## config.mk

```make
export PLATFORM = sky130hd
export DESIGN_NAME = instr_encoder_flat
export DESIGN_NICKNAME = d
export VERILOG_FILES = /design/src/rtl/instr_encoder_pkg.sv /design/src/rtl/instr_encoder_if.sv /design/src/rtl/instr_encoder_imm_pack.sv /design/src/rtl/instr_encoder.sv /design/src/flat_wrapper.sv
export SDC_FILE = /design/constraint.sdc
export NUM_CORES = 1
export LEC_CHECK = 0
export ABC_AREA = 1
export BUFFER_PORTS_ARGS = -buffer_cell sky130_fd_sc_hd__buf_4
export CORE_MARGIN = 2
export CORE_UTILIZATION = 40
export CTS_CLUSTER_DIAMETER = 80
export DETAILED_ROUTE_END_ITERATION = 10
export GPL_TIMING_DRIVEN = 0
export PLACE_DENSITY_LB_ADDON = 0.15
export SYNTH_ARGS = -nofsm -noshare
export SYNTH_HDL_FRONTEND = slang
export SYNTH_SLANG_ARGS = --single-unit
```

## constraint.sdc

```tcl
create_clock -name clk -period 1.6 [get_ports clk]
set_clock_uncertainty 0.1 [all_clocks]
set_input_delay 0.08 -clock clk [delete_from_list [all_inputs] [get_ports clk]]
set_output_delay 0.08 -clock clk [all_outputs]
set_load 0.03 [all_outputs]
```

## src/rtl/instr_encoder_pkg.sv

```systemverilog
// Shared types and constants for the RV32I instruction encoder.
package instr_encoder_pkg;

   localparam int unsigned XLEN  = 32;
   localparam int unsigned FMT_W = 3;
   localparam int unsigned OPC_W = 7;
   localparam int unsigned REG_W = 5;
   localparam int unsigned F3_W  = 3;

   // Immediate format codes, shared with the decoder's immed_sel.
   typedef enum logic [FMT_W-1:0] {
      FMT_I = 3'b000,
      FMT_S = 3'b001,
      FMT_B = 3'b010,
      FMT_J = 3'b011,
      FMT_U = 3'b100
   } imm_fmt_e;

   localparam logic [OPC_W-1:0] OP_LOAD   = 7'h03;
   localparam logic [OPC_W-1:0] OP_IMM    = 7'h13;
   localparam logic [OPC_W-1:0] OP_AUIPC  = 7'h17;
   localparam logic [OPC_W-1:0] OP_STORE  = 7'h23;
   localparam logic [OPC_W-1:0] OP_LUI    = 7'h37;
   localparam logic [OPC_W-1:0] OP_BRANCH = 7'h63;
   localparam logic [OPC_W-1:0] OP_JALR   = 7'h67;
   localparam logic [OPC_W-1:0] OP_JAL    = 7'h6F;

   localparam logic [XLEN-1:0] ILLEGAL_WORD = 32'hDEAD_BEEF;

   // One encode request; fmt kept as raw bits so illegal codes survive to the checker.
   typedef struct packed {
      logic [FMT_W-1:0] fmt;
      logic [OPC_W-1:0] opcode;
      logic [REG_W-1:0] rd;
      logic [REG_W-1:0] rs1;
      logic [REG_W-1:0] rs2;
      logic [F3_W-1:0]  funct3;
      logic [XLEN-1:0]  imm;
   } enc_req_t;

   // True when v[31:lsb] are all copies of the same bit (value fits as signed).
   function automatic logic fits_signed(input logic [XLEN-1:0] v, input int unsigned lsb);
      logic [XLEN-1:0] hi;
      hi = XLEN'($signed(v) >>> lsb);
      return (hi == '0) || (hi == '1);
   endfunction

endpackage

```

## src/rtl/instr_encoder_if.sv

```systemverilog
// Request/response bundle between the program loader and the encoder.
interface instr_encoder_if
   import instr_encoder_pkg::*;
#(
   parameter int unsigned ADDR_W = 32,
   parameter int unsigned ERR_W  = 16
) ();

   logic              in_valid;
   logic              in_ready;
   logic [FMT_W-1:0]  in_fmt;
   logic [OPC_W-1:0]  in_opcode;
   logic [REG_W-1:0]  in_rd;
   logic [REG_W-1:0]  in_rs1;
   logic [REG_W-1:0]  in_rs2;
   logic [F3_W-1:0]   in_funct3;
   logic [XLEN-1:0]   in_imm;
   logic              out_valid;
   logic              out_ready;
   logic [XLEN-1:0]   out_instr;
   logic              out_err;
   logic [ADDR_W-1:0] out_addr;
   logic [ERR_W-1:0]  err_cnt;

   modport master (
      output in_valid, in_fmt, in_opcode, in_rd, in_rs1, in_rs2, in_funct3, in_imm, out_ready,
      input  in_ready, out_valid, out_instr, out_err, out_addr, err_cnt
   );

   modport slave (
      input  in_valid, in_fmt, in_opcode, in_rd, in_rs1, in_rs2, in_funct3, in_imm, out_ready,
      output in_ready, out_valid, out_instr, out_err, out_addr, err_cnt
   );

endinterface

```

## src/rtl/instr_encoder_imm_pack.sv

```systemverilog
// Combinational field packing and immediate range check for one request.
module instr_encoder_imm_pack
   import instr_encoder_pkg::*;
(
   input  enc_req_t        req,
   output logic [XLEN-1:0] instr_c,
   output logic            err_c
);

   // Pack by format; out-of-range immediates are still packed (truncated) and flagged.
   always_comb begin
      instr_c = ILLEGAL_WORD;
      err_c   = 1'b1;
      case (req.fmt)
         FMT_I: begin
            instr_c = {req.imm[11:0], req.rs1, req.funct3, req.rd, req.opcode};
            err_c   = !fits_signed(req.imm, 11);
         end
         FMT_S: begin
            instr_c = {req.imm[11:5], req.rs2, req.rs1, req.funct3, req.imm[4:0], req.opcode};
            err_c   = !fits_signed(req.imm, 11);
         end
         FMT_B: begin
            instr_c = {req.imm[12], req.imm[10:5], req.rs2, req.rs1, req.funct3,
                       req.imm[4:1], req.imm[11], req.opcode};
            err_c   = !fits_signed(req.imm, 12) || req.imm[0];
         end
         FMT_J: begin
            instr_c = {req.imm[20], req.imm[10:1], req.imm[11], req.imm[19:12],
                       req.rd, req.opcode};
            err_c   = !fits_signed(req.imm, 20) || req.imm[0];
         end
         FMT_U: begin
            instr_c = {req.imm[31:12], req.rd, req.opcode};
            err_c   = (req.imm[11:0] != 12'h000);
         end
         default: begin
            instr_c = ILLEGAL_WORD;
            err_c   = 1'b1;
         end
      endcase
   end

endmodule

```

## src/rtl/instr_encoder.sv

```systemverilog
// Two-stage valid/ready RV32I encoder emitting words with sequential imem addresses.
module instr_encoder
   import instr_encoder_pkg::*;
#(
   parameter int unsigned ADDR_W    = 32,
   parameter logic [31:0] BASE_ADDR = 32'h0000_0000,
   parameter int unsigned ERR_W     = 16
) (
   input logic            clk,
   input logic            rst_n,
   input logic            clr,
   instr_encoder_if.slave bus
);

   localparam logic [ADDR_W-1:0] BASE_A   = ADDR_W'(BASE_ADDR);
   localparam logic [ADDR_W-1:0] WORD_INC = ADDR_W'(4);

   enc_req_t          s1_q;
   logic              s1_v;
   logic              s2_v;
   logic [XLEN-1:0]   s2_instr;
   logic              s2_err;
   logic [ADDR_W-1:0] addr_q;
   logic [ERR_W-1:0]  err_cnt_q;

   logic              s2_free_c;
   logic              s1_adv_c;
   logic              in_rdy_c;
   logic              in_hs_c;
   logic              out_hs_c;
   logic [XLEN-1:0]   pack_instr_c;
   logic              pack_err_c;
   enc_req_t          in_req_c;

   // Handshake and stage-advance conditions; a stage moves when the next one is empty or draining.
   assign s2_free_c = !s2_v || bus.out_ready;
   assign s1_adv_c  = s1_v && s2_free_c;
   assign in_rdy_c  = rst_n && !clr && (!s1_v || s2_free_c);
   assign in_hs_c   = bus.in_valid && in_rdy_c;
   assign out_hs_c  = s2_v && bus.out_ready && !clr;

   assign in_req_c = '{fmt:    bus.in_fmt,
                       opcode: bus.in_opcode,
                       rd:     bus.in_rd,
                       rs1:    bus.in_rs1,
                       rs2:    bus.in_rs2,
                       funct3: bus.in_funct3,
                       imm:    bus.in_imm};

   // Stage 1: capture the accepted request.
   always_ff @(posedge clk) begin
      if (!rst_n) begin
         s1_v <= 1'b0;
         s1_q <= '0;
      end else if (clr) begin
         s1_v <= 1'b0;
      end else if (in_hs_c) begin
         s1_v <= 1'b1;
         s1_q <= in_req_c;
      end else if (s1_adv_c) begin
         s1_v <= 1'b0;
      end
   end

   instr_encoder_imm_pack u_imm_pack (
      .req     (s1_q),
      .instr_c (pack_instr_c),
      .err_c   (pack_err_c)
   );

   // Stage 2: hold the packed word until the consumer takes it.
   always_ff @(posedge clk) begin
      if (!rst_n) begin
         s2_v     <= 1'b0;
         s2_instr <= '0;
         s2_err   <= 1'b0;
      end else if (clr) begin
         s2_v <= 1'b0;
      end else if (s1_adv_c) begin
         s2_v     <= 1'b1;
         s2_instr <= pack_instr_c;
         s2_err   <= pack_err_c;
      end else if (out_hs_c) begin
         s2_v <= 1'b0;
      end
   end

   // Address advances only for good words; errored words reuse the current slot.
   always_ff @(posedge clk) begin
      if (!rst_n || clr) begin
         addr_q <= BASE_A;
      end else if (out_hs_c && !s2_err) begin
         addr_q <= addr_q + WORD_INC;
      end
   end

   // Saturating count of errored words delivered.
   always_ff @(posedge clk) begin
      if (!rst_n || clr) begin
         err_cnt_q <= '0;
      end else if (out_hs_c && s2_err && (err_cnt_q != '1)) begin
         err_cnt_q <= err_cnt_q + ERR_W'(1);
      end
   end

   assign bus.in_ready  = in_rdy_c;
   assign bus.out_valid = s2_v;
   assign bus.out_instr = s2_instr;
   assign bus.out_err   = s2_err;
   assign bus.out_addr  = addr_q;
   assign bus.err_cnt   = err_cnt_q;

endmodule
```

## src/flat_wrapper.sv

```systemverilog
// flat-port wrapper written by rule: the top's interface ports become plain ports
module instr_encoder_flat import instr_encoder_pkg::*;
#(
   parameter int unsigned ADDR_W    = 32,
   parameter logic [31:0] BASE_ADDR = 32'h0000_0000,
   parameter int unsigned ERR_W     = 16
)
  (clk, rst_n, clr, bus_in_valid, bus_in_fmt, bus_in_opcode, bus_in_rd, bus_in_rs1, bus_in_rs2, bus_in_funct3, bus_in_imm, bus_out_ready, bus_in_ready, bus_out_valid, bus_out_instr, bus_out_err, bus_out_addr, bus_err_cnt);
  instr_encoder_if #(.ADDR_W(ADDR_W), .ERR_W(ERR_W)) bus_i ();
  input logic clk;
  input logic rst_n;
  input logic clr;
  input wire logic [$bits(bus_i.in_valid)-1:0] bus_in_valid;
  input wire logic [$bits(bus_i.in_fmt)-1:0] bus_in_fmt;
  input wire logic [$bits(bus_i.in_opcode)-1:0] bus_in_opcode;
  input wire logic [$bits(bus_i.in_rd)-1:0] bus_in_rd;
  input wire logic [$bits(bus_i.in_rs1)-1:0] bus_in_rs1;
  input wire logic [$bits(bus_i.in_rs2)-1:0] bus_in_rs2;
  input wire logic [$bits(bus_i.in_funct3)-1:0] bus_in_funct3;
  input wire logic [$bits(bus_i.in_imm)-1:0] bus_in_imm;
  input wire logic [$bits(bus_i.out_ready)-1:0] bus_out_ready;
  output wire logic [$bits(bus_i.in_ready)-1:0] bus_in_ready;
  output wire logic [$bits(bus_i.out_valid)-1:0] bus_out_valid;
  output wire logic [$bits(bus_i.out_instr)-1:0] bus_out_instr;
  output wire logic [$bits(bus_i.out_err)-1:0] bus_out_err;
  output wire logic [$bits(bus_i.out_addr)-1:0] bus_out_addr;
  output wire logic [$bits(bus_i.err_cnt)-1:0] bus_err_cnt;
  assign bus_i.in_valid = bus_in_valid;
  assign bus_i.in_fmt = bus_in_fmt;
  assign bus_i.in_opcode = bus_in_opcode;
  assign bus_i.in_rd = bus_in_rd;
  assign bus_i.in_rs1 = bus_in_rs1;
  assign bus_i.in_rs2 = bus_in_rs2;
  assign bus_i.in_funct3 = bus_in_funct3;
  assign bus_i.in_imm = bus_in_imm;
  assign bus_i.out_ready = bus_out_ready;
  assign bus_in_ready = bus_i.in_ready;
  assign bus_out_valid = bus_i.out_valid;
  assign bus_out_instr = bus_i.out_instr;
  assign bus_out_err = bus_i.out_err;
  assign bus_out_addr = bus_i.out_addr;
  assign bus_err_cnt = bus_i.err_cnt;
  instr_encoder #(.ADDR_W(ADDR_W), .BASE_ADDR(BASE_ADDR), .ERR_W(ERR_W)) u_core (.clk(clk), .rst_n(rst_n), .clr(clr), .bus(bus_i));
endmodule
```

# After elaboration in Yosys (flattened, before gate mapping)
# Cells that the tools add are included.
# Widths: inputs -> output; s select.
dict set report totals {
  out_inout_bits 83
  ff_bits 143
}
dict set report op_classes {
  n_mux 6
  n_eq_ne 8
  reduce_logical 36
  bitwise 2
  addsub 2
}
# cell count
set ops {}
lappend ops {{$pmux 32 s5} 1}
lappend ops {{$eq 32x32->1 const B} 3}
lappend ops {{$logic_not 32->1} 3}
lappend ops {{$add 32x3->32 const B} 1}
lappend ops {{$add 16x1->16 const B} 1}
lappend ops {{$ne 16x16->1 const B} 1}
lappend ops {{$reduce_bool 12->1} 1}
lappend ops {{$logic_and 1x1->1} 9}
lappend ops {{$logic_not 1->1} 8}
lappend ops {{$logic_or 1x1->1} 8}
lappend ops {{$eq 3x2->1 const B} 2}
lappend ops {{$mux 1} 4}
lappend ops {{$pmux 1 s4} 1}
lappend ops {{$reduce_and 2->1} 2}
lappend ops {{$reduce_bool 2->1} 2}
lappend ops {{$reduce_or 2->1} 2}
lappend ops {{$eq 3x1->1 const B} 1}
lappend ops {{$eq 3x3->1 const B} 1}
lappend ops {{$logic_not 3->1} 1}
lappend ops {{$not 1->1} 2}

# Logic depth before layout (Yosys ltp)
dict set report depth {
  ltp_word 6
  depth_mapped 11
  ltp_nobuf 11
}

# By module
# A second synthesis with hierarchy kept.
dict set report unflattened {
  hier_cells 1006
  area_unflattened_um2 6856.6
}
# module n_inst cells_each seq_area_each_um2 area_each_um2
set by_module_without_submodules {}
lappend by_module_without_submodules {instr_encoder 1 829 2822.7 6039.5}
lappend by_module_without_submodules {instr_encoder_imm_pack 1 177 0.0 817.0}

# Worst setup path after synthesis
# No wires, ideal clock.
dict set report synth_path {
  path_kind {register to register}
  from {register u_core.err_cnt_q[0], in the netlist u_core.bus.err_cnt[0]}
  to {register u_core.err_cnt_q[6], in the netlist u_core.bus.err_cnt[6]}
  path_slack_ps -293
  path_stages_with_launch 10
  required_time_ps 1431
  n_path_buf 2
  arrival_ps 1724
  synth_period_minus_slack_ps 1893
  setup_time_ps 69
  path_cell_list {dfxtp_1 ha_1 nand3_1 nor3_4 nand3_2 nand2_2 buf_6 buf_12 nand2_1 a21oi_2}
}
dict set report synth_between {
  elab_chain_cells 2
  word_cells_on_any_way 3
}
# element line
set synth_rtl {}
lappend synth_rtl {{from (decl)} instr_encoder.sv:24} ;# logic [ERR_W-1:0] err_cnt_q;
lappend synth_rtl {{from (signal assigned)} instr_encoder.sv:102} ;# err_cnt_q <= err_cnt_q + ERR_W'(1);
lappend synth_rtl {{branches (longest 2 deep; another with $add 16x1->16)} -}
# Parallel ways; which one is timed is not known.
# A chain may end at the register's enable or synchronous reset.

# Worst setup path after layout
dict set report layout_path {
  from {register u_core.err_cnt_q[0], in the netlist u_core.bus.err_cnt[0]}
  to {register u_core.err_cnt_q[0], in the netlist u_core.bus.err_cnt[0]}
}
# Same word-level chain as after synthesis.

==> reports/qor.yml <==
violations: "negative setup slack"
clock.fmax_ghz: 0.605
cts-root-buf: "clkbuf_16"
crit_arrival_ns: 1.84
htreeDepth: 4
crit_fanout: 5
post_synth_instance_area_mm2: 0.00661
via_count: 7142
post-route-period-util: 1.03
coreArea_mm2: 0.0160
multi_input_area_mm2: 0.00354
diodes: 0
crit_chain: "ha_4 > nand3_4 > nor3_4 > nand3_2 > nand2_4 > buf_8 > buf_6 > xor2_1 > nor2_1"
start_util: 0.413
crit_type: "reg -> reg"
synthCells: 950
critPathRequiredTime_ns: 1.79
grt_use_total: 0.242
cp.buffers_inverters: 2
ant_nets: 0
vias_per_cell: 4.99
die_area_mm2: 0.0176
crit_path_end_kind: "flop"
setup_viol: 8
clkTransAtPathRegs_ns: 0.06
synth.distinct_cells: 43
synth_seq_area_share: 0.427
post-place-ws_ns: -0.224
synth_seq_cells: 141
finalWeightedCongestion: 0.926
ys_async_sr_fraction: 0
register_area_mm2: 0.00288
grt_pass1_wl_um: 33800
fin_ws_ns: -0.0529
crit_family: "simple AND/OR/NAND/NOR gates"
overflow: 0
report.power.total_mw: 8.51
io_pins: 148
cp-start-kind: "flop"
n_fill_cell: 1499
dpl.hpwl_um: 15000
numCtsBuffers: 17
worst_slew_pin_slew_ns: 0.632
grt_pass1_vias: 6631
hold_slack_ns: 0.0290
clock-sinks: 141
synth_flop_cell: "dfxtp_1"
drv_slew: 0
finalNetCount: 1268
status: "finished with violations"
rsz0062_at_grt: "yes"
die-height_um: 133
wl_per_cell_um: 14.9
drt_iter0_drc: 435
slowest_delay_ns: 0.36
drive_gt1_frac: 0.291
hp-class: "in -> reg"
drc: 0
p_leak_nw: 4.00
drv_cap: 0
port_buffers: 145
clkLatencyLatePin_ns: 0.43
relSlewSlack: 0.579
wl_um: 21400
syn-mean-instance-area_um2: 6.96
synth-edff-count: 0
grt_max_degree: 17
placed_cells: 1312
rows: 46
cts_buffer_depth: 2
critical-path-slowest-cell: "dfxtp_4"
die_w_um: 133
cts_tree: "yes"
powerDensity_mw_per_mm2: 860
ys.warnings.count: 0
syn_to_final_growth_pct: 49.6
detail_route.first_pass.iterations: 6
antenna_found_initial: 0
hold_viol_final: 0
vdd_drop_max_mv: 0.785
finalNonFillerCells: 1430
finalCriticalPeriod_ns: 1.65
## sequential cells by signal, indices dropped and copies added (netlist names)
signal	count
u_core.bus.out_addr	30
u_core.bus.out_valid	1
u_core.bus.out_err	1
u_core.s1_v	1
u_core.bus.err_cnt	16
u_core.bus.out_instr	32
u_core.s1_q	60
## what timing repair did
item                       4_1_cts  5_1_grt
hold endpoints to repair        65        0
setup endpoints to repair       87      130
buffers inserted                15        7
gates resized for setup         37       86
hold buffers                    64        0
cloned                           1        0
pin swaps                       14       19
## cell type report
class,count,share of cell area
repair buffers,231,0.196
flip-flops and latches,141,0.291
clock buffers,19,0.0470
inverters,101,0.0394
plain buffers,40,0.0254
clock inverters,13,0.0154
well taps,216,0.0273
multi-input cells,669,0.358
## cells by family after synthesis
kind of cell / share of synthesized area
and+or+nand+nor: 0.290
AOI/OAI and AO/OA: 0.175
buffers and inverters: 0.0886
DFF: 0.427
xor gates and xnor gates: 0.0159
adders and majority gates: 0.00379
other: 0.000567
## where the power goes
| part | switching (mW) | total [mW] | internal, mW |
|---|---|---|---|
| clock | 1.63 | 4.09 | 2.46 |
| combinational | 0.412 | 0.777 | 0.365 |
| sequential | 0.0678 | 3.64 | 3.58 |
| total | 2.11 | 8.51 | 6.40 |
## worst min-delay path: stages
cell	delay, ns
buf_4	0.11
nand2_4	0.10
o21ai_0	0.15
a21oi_1	0.06
## cell usage after synthesis, drive strengths merged (2+ instances only)
cell type / count / area (um2)
o21bai: 3 / 22.5
inv: 100 / 375
a31oi: 4 / 25.0
dfxtp: 141 / 2820
clkbuf: 21 / 82.6
xnor2: 5 / 43.8
o21ai: 71 / 355
ha: 2 / 25.0
nand2: 240 / 933
xor2: 7 / 61.3
nor2: 103 / 427
buf: 19 / 124
a21oi: 111 / 578
a31o: 6 / 52.6
nand3b: 4 / 30.0
nand4: 10 / 62.6
o22ai: 9 / 56.3
nand3: 63 / 325
nor3: 18 / 118
o211ai: 4 / 30.0
## routing by layer
layer,GRT usage,up-vias,part of all wire
li1,-,3608,-
met1,0.301,3289,0.44
met2,0.414,212,0.49
met3,0.0464,33,0.047
met4,0.0908,0,0.021
met5,0,-,0
## final timing paths
path / startpoint / end / slack (ns) / cells after the start
setup / recovery: u_core.bus.err_cnt[0] / u_core.bus.err_cnt[0] / -0.05 / 9
setup reg to reg: u_core.bus.err_cnt[0] / u_core.bus.err_cnt[0] / -0.05 / 9
hold reg to reg: u_core.s1_q[52] / u_core.s1_q[52] / 0.36 / 2
hold / removal: bus_in_valid / u_core.s1_q[0] / 0.03 / 4
## cells in the final DEF, fill, tap and decap left out, drive strengths merged, types with 2 or more instances in the layout
| cell type | instances |
|---|---|
| a21oi | 111 |
| a31o | 6 |
| a31oi | 4 |
| buf | 188 |
| bufinv | 2 |
| clkbuf | 38 |
| clkinv | 4 |
| clkinvlp | 3 |
| conb | 2 |
| dfxtp | 141 |
| dlygate4sd3 | 64 |
| ha | 2 |
| inv | 105 |
| nand2 | 240 |
| nand3 | 63 |
| nand3b | 4 |
| nand4 | 10 |
| nor2 | 103 |
| nor3 | 18 |
| o211ai | 4 |
| o21ai | 71 |
| o21bai | 3 |
| o22ai | 9 |
| xnor2 | 5 |
| xor2 | 7 |
## through the flow
step	util	TNS [ns]	instance area [um2]
floorplan	-	-0.276	6720
CTS	0.598	-0.0716	9570
finish	0.618	-0.173	9890
detailed placement	0.505	-12.54	8080
global route	0.618	-2.50	9890
global placement	0.505	-10.08	8080
(Power assumes the default switching activity.)
